**config.mk**
```make
export PLATFORM = sky130hd
export DESIGN_NAME = clock_mode_sequencer_flat
export DESIGN_NICKNAME = d
export VERILOG_FILES = /design/src/rtl/clock_mode_pkg.sv /design/src/rtl/clock_mode_sequencer_if.sv /design/src/rtl/rise_detect.sv /design/src/rtl/clock_mode_sequencer.sv /design/src/flat_wrapper.sv
export SDC_FILE = /design/constraint.sdc
export NUM_CORES = 1
export LEC_CHECK = 0
export CORE_UTILIZATION = 40
export CTS_CLUSTER_DIAMETER = 150
export CTS_CLUSTER_SIZE = 28
export DETAILED_ROUTE_END_ITERATION = 6
export PLACE_DENSITY = 0.75
export SYNTH_ARGS = -nofsm -noshare
export SYNTH_HDL_FRONTEND = slang
export SYNTH_HIERARCHICAL = 1
export SYNTH_SLANG_ARGS = --single-unit
export TNS_END_PERCENT = 20
```
**constraint.sdc**
```tcl
create_clock -name clk -period 3.58 [get_ports clk]
set_input_delay 0.716 -clock clk [delete_from_list [all_inputs] [get_ports clk]]
set_output_delay 0.716 -clock clk [all_outputs]
set_load 0.1 [all_outputs]
```
**src/rtl/clock_mode_pkg.sv**
```systemverilog
// clock_mode_pkg: shared constants, defaults and decode helpers for the
// clock setting-mode sequencer.
//   IDLE_IDX          - mode_idx value of the idle/display state
//   DEF_NUM_MODES     - default number of setting modes
//   DEF_TIMEOUT_TICKS - default inactivity timeout in seconds
//   MAX_MODES         - widest one-hot vector idx_to_onehot can produce
//   seq_event_e       - which rule, if any, moves the state this cycle
//   idx_to_onehot()   - mode_idx -> one-hot mode enable (idle -> all zero)
package clock_mode_pkg;

  localparam int IDLE_IDX          = 0;
  localparam int DEF_NUM_MODES     = 3;
  localparam int DEF_TIMEOUT_TICKS = 30;
  localparam int MAX_MODES         = 32;

  typedef enum logic [1:0] {
    EV_NONE,
    EV_BACK,
    EV_MODE,
    EV_TIMEOUT
  } seq_event_e;

  // Index k+1 lights bit k; IDLE_IDX (and anything out of range) gives zero.
  function automatic logic [MAX_MODES-1:0] idx_to_onehot(input int unsigned idx);
    logic [MAX_MODES-1:0] oh;
    oh = '0;
    if (idx != IDLE_IDX && idx <= MAX_MODES)
      oh = {{(MAX_MODES-1){1'b0}}, 1'b1} << (idx - 1);
    return oh;
  endfunction

endpackage

```
**src/rtl/clock_mode_sequencer_if.sv**
```systemverilog
// clock_mode_sequencer_if: button-side inputs and setting-module enables of
// the mode sequencer, bundled as one port.
//   mode_btn, back_btn - debounced button levels
//   tick_1hz           - one-cycle pulse per second
//   activity           - high while an edit (inc/dec) button is pressed
//   mode_en            - one-hot enable of the active setting mode
//   idle               - high in the idle/display state
//   mode_idx           - 0 = idle, k+1 = mode k
//   timeout_evt        - one-cycle pulse on automatic return to idle
// master: button conditioning side; slave: the sequencer.
interface clock_mode_sequencer_if
  import clock_mode_pkg::*;
#(
  parameter int NUM_MODES = DEF_NUM_MODES,
  parameter int IDX_W     = $clog2(NUM_MODES + 1)
);

  logic                 mode_btn;
  logic                 back_btn;
  logic                 tick_1hz;
  logic                 activity;
  logic [NUM_MODES-1:0] mode_en;
  logic                 idle;
  logic [IDX_W-1:0]     mode_idx;
  logic                 timeout_evt;

  modport master (
    output mode_btn, back_btn, tick_1hz, activity,
    input  mode_en, idle, mode_idx, timeout_evt
  );

  modport slave (
    input  mode_btn, back_btn, tick_1hz, activity,
    output mode_en, idle, mode_idx, timeout_evt
  );

endinterface

```
**src/rtl/rise_detect.sv**
```systemverilog
// rise_detect: rising-edge detector for a debounced button level.
//   clk   - clock
//   rst_n - synchronous active-low reset
//   din   - button level
//   rise  - high for the cycle in which din is high and was low last cycle
// The previous-value flop resets to 1 so a button held through reset does not
// look like a fresh press when reset is released.
module rise_detect (
  input  logic clk,
  input  logic rst_n,
  input  logic din,
  output logic rise
);

  logic prev_q;

  // NOTE: reset is sampled on the clock edge (synchronous), and sequential
  // state is always written with non-blocking assignments.
  always_ff @(posedge clk) begin
    if (!rst_n) prev_q <= 1'b1;
    else        prev_q <= din;
  end

  assign rise = din & ~prev_q;

endmodule

```
**src/rtl/clock_mode_sequencer.sv**
```systemverilog
// clock_mode_sequencer: cycles through NUM_MODES setting modes on the mode
// button, returns to idle on the back button or after TIMEOUT_TICKS seconds
// without user activity, and drives one-hot enables of the setting modules.
//   clk   - clock
//   rst_n - synchronous active-low reset
//   bus   - clock_mode_sequencer_if.slave (buttons, tick, activity in;
//           mode_en, idle, mode_idx, timeout_evt out, all registered)
// NUM_MODES must not exceed clock_mode_pkg::MAX_MODES.
module clock_mode_sequencer
  import clock_mode_pkg::*;
#(
  parameter int NUM_MODES     = DEF_NUM_MODES,
  parameter int TIMEOUT_TICKS = DEF_TIMEOUT_TICKS,
  parameter int IDX_W         = $clog2(NUM_MODES + 1),
  parameter int TMO_W         = (TIMEOUT_TICKS < 1) ? 1 : $clog2(TIMEOUT_TICKS + 1)
) (
  input  logic                  clk,
  input  logic                  rst_n,
  clock_mode_sequencer_if.slave bus
);

  localparam logic [IDX_W-1:0] IDLE_STATE = IDX_W'(IDLE_IDX);
  localparam logic [IDX_W-1:0] LAST_STATE = IDX_W'(NUM_MODES);
  localparam bit               TMO_ON     = (TIMEOUT_TICKS > 0);
  localparam logic [TMO_W-1:0] TMO_LAST   = TMO_W'(TMO_ON ? TIMEOUT_TICKS - 1 : 0);
  localparam logic [TMO_W-1:0] TMO_MAX    = '1;

  logic mode_rise;
  logic back_rise;

  rise_detect u_mode_rise (
    .clk  (clk),
    .rst_n(rst_n),
    .din  (bus.mode_btn),
    .rise (mode_rise)
  );

  rise_detect u_back_rise (
    .clk  (clk),
    .rst_n(rst_n),
    .din  (bus.back_btn),
    .rise (back_rise)
  );

  logic [IDX_W-1:0]     state_q, state_d;
  logic [TMO_W-1:0]     tmo_q, tmo_d;
  logic [NUM_MODES-1:0] mode_en_d;
  seq_event_e           ev;

  // NOTE: every signal written here gets a default first, so no path leaves
  // it unassigned and no latch is inferred.
  always_comb begin
    ev      = EV_NONE;
    state_d = state_q;
    tmo_d   = tmo_q;

    // Priority: back beats mode, and any button rise beats the timeout.
    // A back rise in idle therefore keeps idle and swallows a coincident mode rise.
    if (back_rise)
      ev = EV_BACK;
    else if (mode_rise)
      ev = EV_MODE;
    else if (TMO_ON && state_q != IDLE_STATE && bus.tick_1hz && !bus.activity &&
             tmo_q == TMO_LAST)
      ev = EV_TIMEOUT;

    case (ev)
      EV_BACK, EV_TIMEOUT: state_d = IDLE_STATE;
      EV_MODE:             state_d = (state_q == LAST_STATE) ? IDLE_STATE : state_q + 1'b1;
      default:             state_d = state_q;
    endcase

    // Inactivity counter only runs while sitting undisturbed in a setting mode.
    if (!TMO_ON || state_d != state_q || bus.activity || state_q == IDLE_STATE)
      tmo_d = '0;
    else if (bus.tick_1hz && tmo_q != TMO_MAX)
      tmo_d = tmo_q + 1'b1;
  end

  assign mode_en_d = NUM_MODES'(idx_to_onehot(32'(state_d)));

  // Outputs are decoded from the next state so they change on the same edge
  // as mode_idx, keeping every output a plain flop.
  always_ff @(posedge clk) begin
    if (!rst_n) begin
      state_q         <= IDLE_STATE;
      tmo_q           <= '0;
      bus.mode_en     <= '0;
      bus.idle        <= 1'b1;
      bus.timeout_evt <= 1'b0;
    end else begin
      state_q         <= state_d;
      tmo_q           <= tmo_d;
      bus.mode_en     <= mode_en_d;
      bus.idle        <= (state_d == IDLE_STATE);
      bus.timeout_evt <= (ev == EV_TIMEOUT);
    end
  end

  assign bus.mode_idx = state_q;

endmodule

```
**src/flat_wrapper.sv**
```systemverilog
// flat-port wrapper written by rule: the top's interface ports become plain ports
module clock_mode_sequencer_flat import clock_mode_pkg::*;
#(
  parameter int NUM_MODES     = DEF_NUM_MODES,
  parameter int TIMEOUT_TICKS = DEF_TIMEOUT_TICKS,
  parameter int IDX_W         = $clog2(NUM_MODES + 1),
  parameter int TMO_W         = (TIMEOUT_TICKS < 1) ? 1 : $clog2(TIMEOUT_TICKS + 1)
)
  (clk, rst_n, bus_mode_btn, bus_back_btn, bus_tick_1hz, bus_activity, bus_mode_en, bus_idle, bus_mode_idx, bus_timeout_evt);
  clock_mode_sequencer_if #(.NUM_MODES(NUM_MODES), .IDX_W(IDX_W)) bus_i ();
  input  logic clk;
  input  logic rst_n;
  input wire logic [$bits(bus_i.mode_btn)-1:0] bus_mode_btn;
  input wire logic [$bits(bus_i.back_btn)-1:0] bus_back_btn;
  input wire logic [$bits(bus_i.tick_1hz)-1:0] bus_tick_1hz;
  input wire logic [$bits(bus_i.activity)-1:0] bus_activity;
  output wire logic [$bits(bus_i.mode_en)-1:0] bus_mode_en;
  output wire logic [$bits(bus_i.idle)-1:0] bus_idle;
  output wire logic [$bits(bus_i.mode_idx)-1:0] bus_mode_idx;
  output wire logic [$bits(bus_i.timeout_evt)-1:0] bus_timeout_evt;
  assign bus_i.mode_btn = bus_mode_btn;
  assign bus_i.back_btn = bus_back_btn;
  assign bus_i.tick_1hz = bus_tick_1hz;
  assign bus_i.activity = bus_activity;
  assign bus_mode_en = bus_i.mode_en;
  assign bus_idle = bus_i.idle;
  assign bus_mode_idx = bus_i.mode_idx;
  assign bus_timeout_evt = bus_i.timeout_evt;
  clock_mode_sequencer #(.NUM_MODES(NUM_MODES), .TIMEOUT_TICKS(TIMEOUT_TICKS), .IDX_W(IDX_W), .TMO_W(TMO_W)) u_core (.clk(clk), .rst_n(rst_n), .bus(bus_i));
endmodule
```
=== After elaboration in Yosys (flattened, before gate mapping) ===
Index checks and enable logic that the tools add are counted.
W data, S select, Z words.

* Flip-flop bits (word level): 14
* Bits of input ports: 6
* Output and inout bits: 7
* Logic and storage cells: 42

* Add/subtract/negate cells: 3
* Equality and inequality tests: 7
* Shifts and indexed selects: 1
* Muxes and demuxes: 5
* Bitwise gates (word level): 5
* Reductions and logical operators: 14

{| class="wikitable"
|+ Operators with widths
! cell !! number
|-
| $shl A1 B32 Y3 const A || 1
|-
| $mux W2 || 4
|-
| $eq A2 B2 Y1 const B || 3
|-
| $add A5 B1 Y5 const B || 1
|-
| $eq A5 B5 Y1 const B || 1
|-
| $ne A5 B5 Y1 const B || 1
|-
| $logic_and A1 B1 Y1 || 4
|-
| $logic_not A2 Y1 || 2
|-
| $pmux W2 S2 || 1
|-
| $reduce_bool A2 Y1 || 2
|-
| $reduce_or A2 Y1 || 2
|-
| $not A1 Y1 || 3
|-
| $sub A2 B1 Y3 const B || 1
|-
| $add A2 B1 Y2 const B || 1
|-
| $and A1 B1 Y1 || 2
|-
| $eq A2 B1 Y1 const B || 1
|-
| $logic_or A1 B1 Y1 || 2
|-
| $ne A2 B2 Y1 || 1
|-
| $reduce_and A2 Y1 || 1
|-
| $logic_not A1 Y1 || 1
|}

=== Logic depth before layout (Yosys ltp) ===
* Depth after elaboration: 14
* Mapped depth: 10
* Gate-level depth less buffers: 10

=== By module ===
The synthesis kept the hierarchy.

{| class="wikitable"
|+ By module, submodules not included
! module !! times used !! cells an instance !! area an instance (sq um)
|-
| clock_mode_sequencer || 1 || 66 || 645.6
|-
| rise_detect || 2 || 3 || 40.0
|}

=== Worst setup path after synthesis ===
No wires, ideal clock.

* Kind: reg-to-reg
* Start point: register u_core.state_q[0], in the netlist u_core/bus.mode_idx[0]
* End point: register u_core.bus.mode_en[2]
* Arrival time: 2645 ps
* Data required time: 3492 ps
* Slack: 847 ps
* Stages on the path, launching flop included: 9
* Buffers on the path: 0
* Clock period less this slack: 2733 ps
* Path through: dfxtp_1 -> inv_1 -> ha_1 -> a22oi_1 -> or2_1 -> ha_1 -> nand2b_1 -> or2_2 -> nor4b_2

* Longest elaborated chain between the ends: 12
* Elaborated cells between the ends (all ways): 19

{| class="wikitable"
|+ RTL lines
! element !! RTL line !! RTL
|-
| start, declared || clock_mode_sequencer.sv:45 || <nowiki>logic [IDX_W-1:0] state_q, state_d;</nowiki>
|-
| start signal, assigned || clock_mode_sequencer.sv:92 || <nowiki>state_q <= state_d;</nowiki>
|-
| $reduce_bool A2 Y1 || clock_mode_sequencer.sv:63 || <nowiki>else if (TMO_ON && state_q != IDLE_STATE && bus.tick_1hz && !bus.activity &&</nowiki>
|-
| $logic_and A1 B1 Y1 (3 in series) || clock_mode_sequencer.sv:63 ||
|-
| $mux W2 || clock_mode_sequencer.sv:63 ||
|-
| $mux W2 || clock_mode_sequencer.sv:61 || <nowiki>else if (mode_rise)</nowiki>
|-
| $mux W2 || clock_mode_sequencer.sv:59 || <nowiki>if (back_rise)</nowiki>
|-
| $eq A2 B1 Y1 / $eq A2 B2 Y1 (equally long branches) || clock_mode_sequencer.sv:67 || <nowiki>case (ev)</nowiki>
|-
| $reduce_or A2 Y1 || clock_mode_sequencer.sv:67 ||
|-
| $pmux W2 S2 (*) || clock_mode_sequencer.sv:67 ||
|-
| $sub A2 B1 Y3 / $reduce_bool A2 Y1 (equally long branches) || clock_mode_pkg.sv:28, clock_mode_pkg.sv:27 ||
|-
| $shl A1 B32 Y3 / $reduce_and A2 Y1 (equally long branches) || n/a ||
|-
| end signal, assigned || clock_mode_sequencer.sv:94 || <nowiki>bus.mode_en <= mode_en_d;</nowiki>
|-
| end, declared || clock_mode_sequencer_if.sv:34 || <nowiki>output mode_en, idle, mode_idx, timeout_evt</nowiki>
|}

Every way passes the cells marked *; elsewhere a longest branch is shown, timed or not.
A chain may end at the register's enable or synchronous reset.

=== Worst setup path after layout ===
* Start point: input port bus_mode_btn
* End point: register u_core.bus.mode_en[2]

* Longest elaborated chain between the ends: 8
* Elaborated cells between the ends (all ways): 12

{| class="wikitable"
|+ RTL lines
! element !! RTL line !! RTL
|-
| start, declared || flat_wrapper.sv:13 || <nowiki>input wire logic [$bits(bus_i.mode_btn)-1:0] bus_mode_btn;</nowiki>
|-
| $and A1 B1 Y1 (*) || rise_detect.sv:24 || <nowiki>assign rise = din & ~prev_q;</nowiki>
|-
| via u_core.mode_rise || clock_mode_sequencer.sv:28 || <nowiki>logic mode_rise;</nowiki>
|-
| $mux W2 (*) || clock_mode_sequencer.sv:61 ||
|-
| $mux W2 (*) || clock_mode_sequencer.sv:59 ||
|-
| $eq A2 B1 Y1 / $eq A2 B2 Y1 (equally long branches) || clock_mode_sequencer.sv:67 ||
|-
| $reduce_or A2 Y1 || clock_mode_sequencer.sv:67 ||
|-
| $pmux W2 S2 (*) || clock_mode_sequencer.sv:67 ||
|-
| $sub A2 B1 Y3 / $reduce_bool A2 Y1 (equally long branches) || clock_mode_pkg.sv:28, clock_mode_pkg.sv:27 ||
|-
| $shl A1 B32 Y3 / $reduce_and A2 Y1 (equally long branches) || n/a ||
|}

The timed path passes the listed nets; every way through them passes the cells marked *.

==> impl_metrics.tcl <==
set metrics [dict create \
    syn_inst 72 \
    core_area_mm2 0.00171 \
    path_max_fanout 7 \
    dpl.hpwl_um 913 \
    ys_top_cells_by_count "dfxtp_1 (14), nor2_1 (10), ha_1 (8), nand2b_1 (5), inv_1 (4)" \
    dr_wl_met3_um 44 \
    cts-root-buf "clkbuf_4" \
    hold_buffers 0 \
    synth_edf_count 0 \
    cp-end-kind "flop" \
    yosys_warnings 6 \
    nets 102 \
    antenna_found_initial 0 \
    seq_area_frac_synth 0.386 \
    skew_ps 2.88 \
    worst_setup_path_start_kind "primary input" \
    power.leakage_nw 0.337 \
    die_w_um 44.6 \
    synth_ff_type "dfxtp_1" \
    ys_ff_latch 14 \
    slew_violations 0 \
    seqPwrFrac 0.508 \
    grt-ovfl-total 0 \
    outcome "finished, final reports clean" \
    avgSynthCellArea_um2 10.1 \
    viasPerCell 4.71 \
    r2r_slack_ps 1180 \
    detail_route.wirelength_mm 1.22 \
    cts.sinks 14 \
    drc 0 \
    max-vdd-ir-drop_uv 170 \
    comb_power_share 0.125 \
    grt_start_max_net_pins 10 \
    dr.first_iter.drc_count 5 \
    relSlewSlack 0.343 \
    gp_congestion 0.785 \
    yosysMostFrequentCell "dfxtp_1" \
    cts_setup_buffers 0 \
    dieArea_mm2 0.00199 \
    switching_share 0.252 \
    yosysTopAreaCellShare 0.386 \
    critPathRequiredTime_ps 3780 \
    utilization 0.530 \
    grt_pass1_vias 503 \
    met1_length_um 607 \
    startpoint "bus_mode_btn" \
    r2r_cells 10 \
    worst_pin_slew_ps 983 \
    cts_tree "built" \
    drtAntennaViolNets 0 \
    p_per_area_mw_per_mm2 349 \
    netlist-cell-type-count 28 \
    p_sw_mw 0.0797 \
    area_growth_pct 24.8 \
    numCtsBuffers 3 \
    wl_met2_um 545 \
    p_int_mw 0.236 \
    rows 15 \
    r2r_end "u_core/bus.mode_en[2]" \
    maxCapViolations 0 \
    synth_area_um2 726 \
    path_class "in2reg" \
    track_usage 0.151 \
    worstHoldStart "u_core/tmo_q[3]" \
    rsz0062_at_grt "no" \
    cts.repair.resized 0 \
    hold_class "reg2reg" \
    clockPowerShare 0.367 \
    die_h_um 44.6 \
    period_needed_ps 2700 \
    wire_per_inst_um 10.9 \
    hold_viol 0 \
    ioPinCount 13 \
    clk_latency_ps 280 \
    antennaDiodeCount 0 \
    setup-violations-final 0 \
    highest_layer "met4" \
    yosys.area.top_type "dfxtp_1" \
    synth_fp_nets 86 \
    fmax_mhz 371 \
    r2r_start "u_core/tmo_q[1]" \
    cts_buffer_depth 2 \
    port_buffers 12 \
    htree_levels 1 \
    path_clk_slew_ps 90 \
    dr.pass1.iters 3 \
    num_vias 528 \
    synthArstFlopShare 0 \
    cp.arrival_ps 2900 \
    critPathCapture "u_core/bus.mode_en[2]" \
    drive_gt1_frac 0.184 \
    period_share 0.754 \
    synthTopCellsByArea "dfxtp_1 (39%), ha_1 (14%), nor2_1 (5.2%)" \
    initial_core_util 0.425 \
    fin_setup_tns_ps 0 \
    grt_pass1_wl_mm 2.15 \
]
how the worst min path moves through the flow:
stage                                 end  slack [ps]  cells past startpoint
after floorplan           u_core/tmo_q[3]         490                      2
after global placement    u_core/tmo_q[3]         520                      2
after detailed placement  u_core/tmo_q[3]         530                      2
after CTS                 u_core/tmo_q[4]         550                      2
after global routing      u_core/tmo_q[1]         600                      2
final                     u_core/tmo_q[3]         550                      2
metrics by stage:
| stage | cell area (um^2) | worst slack, ps | hold slack (ps) | cells | total power [mW] |
|---|---|---|---|---|---|
| finish | 906 | 881 | 545 | 112 | 0.316 |
| global route | 906 | 721 | 598 | 112 | 0.329 |
| CTS | 906 | 906 | 552 | 112 | 0.320 |
| detailed placement | 870 | 623 | 532 | 108 | 0.204 |
| global placement | 870 | 670 | 522 | 108 | 0.203 |
| floorplan | 726 | 847 | 494 | 72 | 0.192 |
kinds of logic after synthesis:
logic type,synth area share
buffers and inverters,0.0276
adders and majority gates,0.138
xor gates and xnor gates,0.0362
DFF,0.386
and+or+nand+nor,0.295
AOI/OAI and AO/OA,0.103
muxes,0.0138
layout make-up:
class                      instances  area (um^2)
tap                               25         31.3
fill                             167          802
inverter                           4         15.0
multi-input combinational         53          425
clock buffer                       4         36.3
timing repair buffer              12          118
sequential                        14          280
metal layers:
layer  global-route usage  up-vias
li1                     -      275
met3               0.0286        2
met4                0.109        0
met5                    0        -
met2                0.235        7
met1                0.185      244
worst max-delay path: stages:
cell	delay (ps)
clkdlybuf4s50_1	470
nor2b_4	220
nor3b_1	260
a21oi_2	90
or2_1	270
ha_1	200
nand2b_1	150
or2_2	310
nor4b_2	200
sequential cells by signal (all words and copies together), names as in the netlist:
| signal | cells |
|---|---|
| u_core/u_back_rise/prev_q | 1 |
| u_core/tmo_q | 5 |
| u_core/bus.mode_en | 3 |
| u_core/bus.mode_idx | 2 |
| u_core/u_mode_rise/prev_q | 1 |
| u_core/bus.timeout_evt | 1 |
| u_core/bus.idle | 1 |
layout by cell type, fill, tap and decap left out, types with 2 or more instances in the layout:
| master | netlist | layout |
|---|---|---|
| nor3b_1 | 2 | 2 |
| nand2b_1 | 5 | 5 |
| a21oi_2 | 2 | 2 |
| clkbuf_4 | 0 | 3 |
| inv_1 | 4 | 4 |
| or2_1 | 2 | 2 |
| dfxtp_1 | 14 | 14 |
| a211oi_2 | 2 | 2 |
| nand2_1 | 2 | 2 |
| nor2b_4 | 2 | 2 |
| nor2_1 | 10 | 10 |
| ha_1 | 8 | 8 |
| xor2_1 | 2 | 2 |
| clkdlybuf4s50_1 | 0 | 11 |
| a21oi_1 | 2 | 2 |
power groups by stage:
stage	Combinational, mW	Sequential (mW)	Clock, mW
final	0.0396	0.161	0.116
after global routing	0.0427	0.161	0.125
after CTS	0.0395	0.161	0.120
after detailed placement	0.0392	0.164	0
after global placement	0.0389	0.164	0
after floorplan	0.0186	0.173	0
Note: power is estimated with default switching activity, not from simulation.
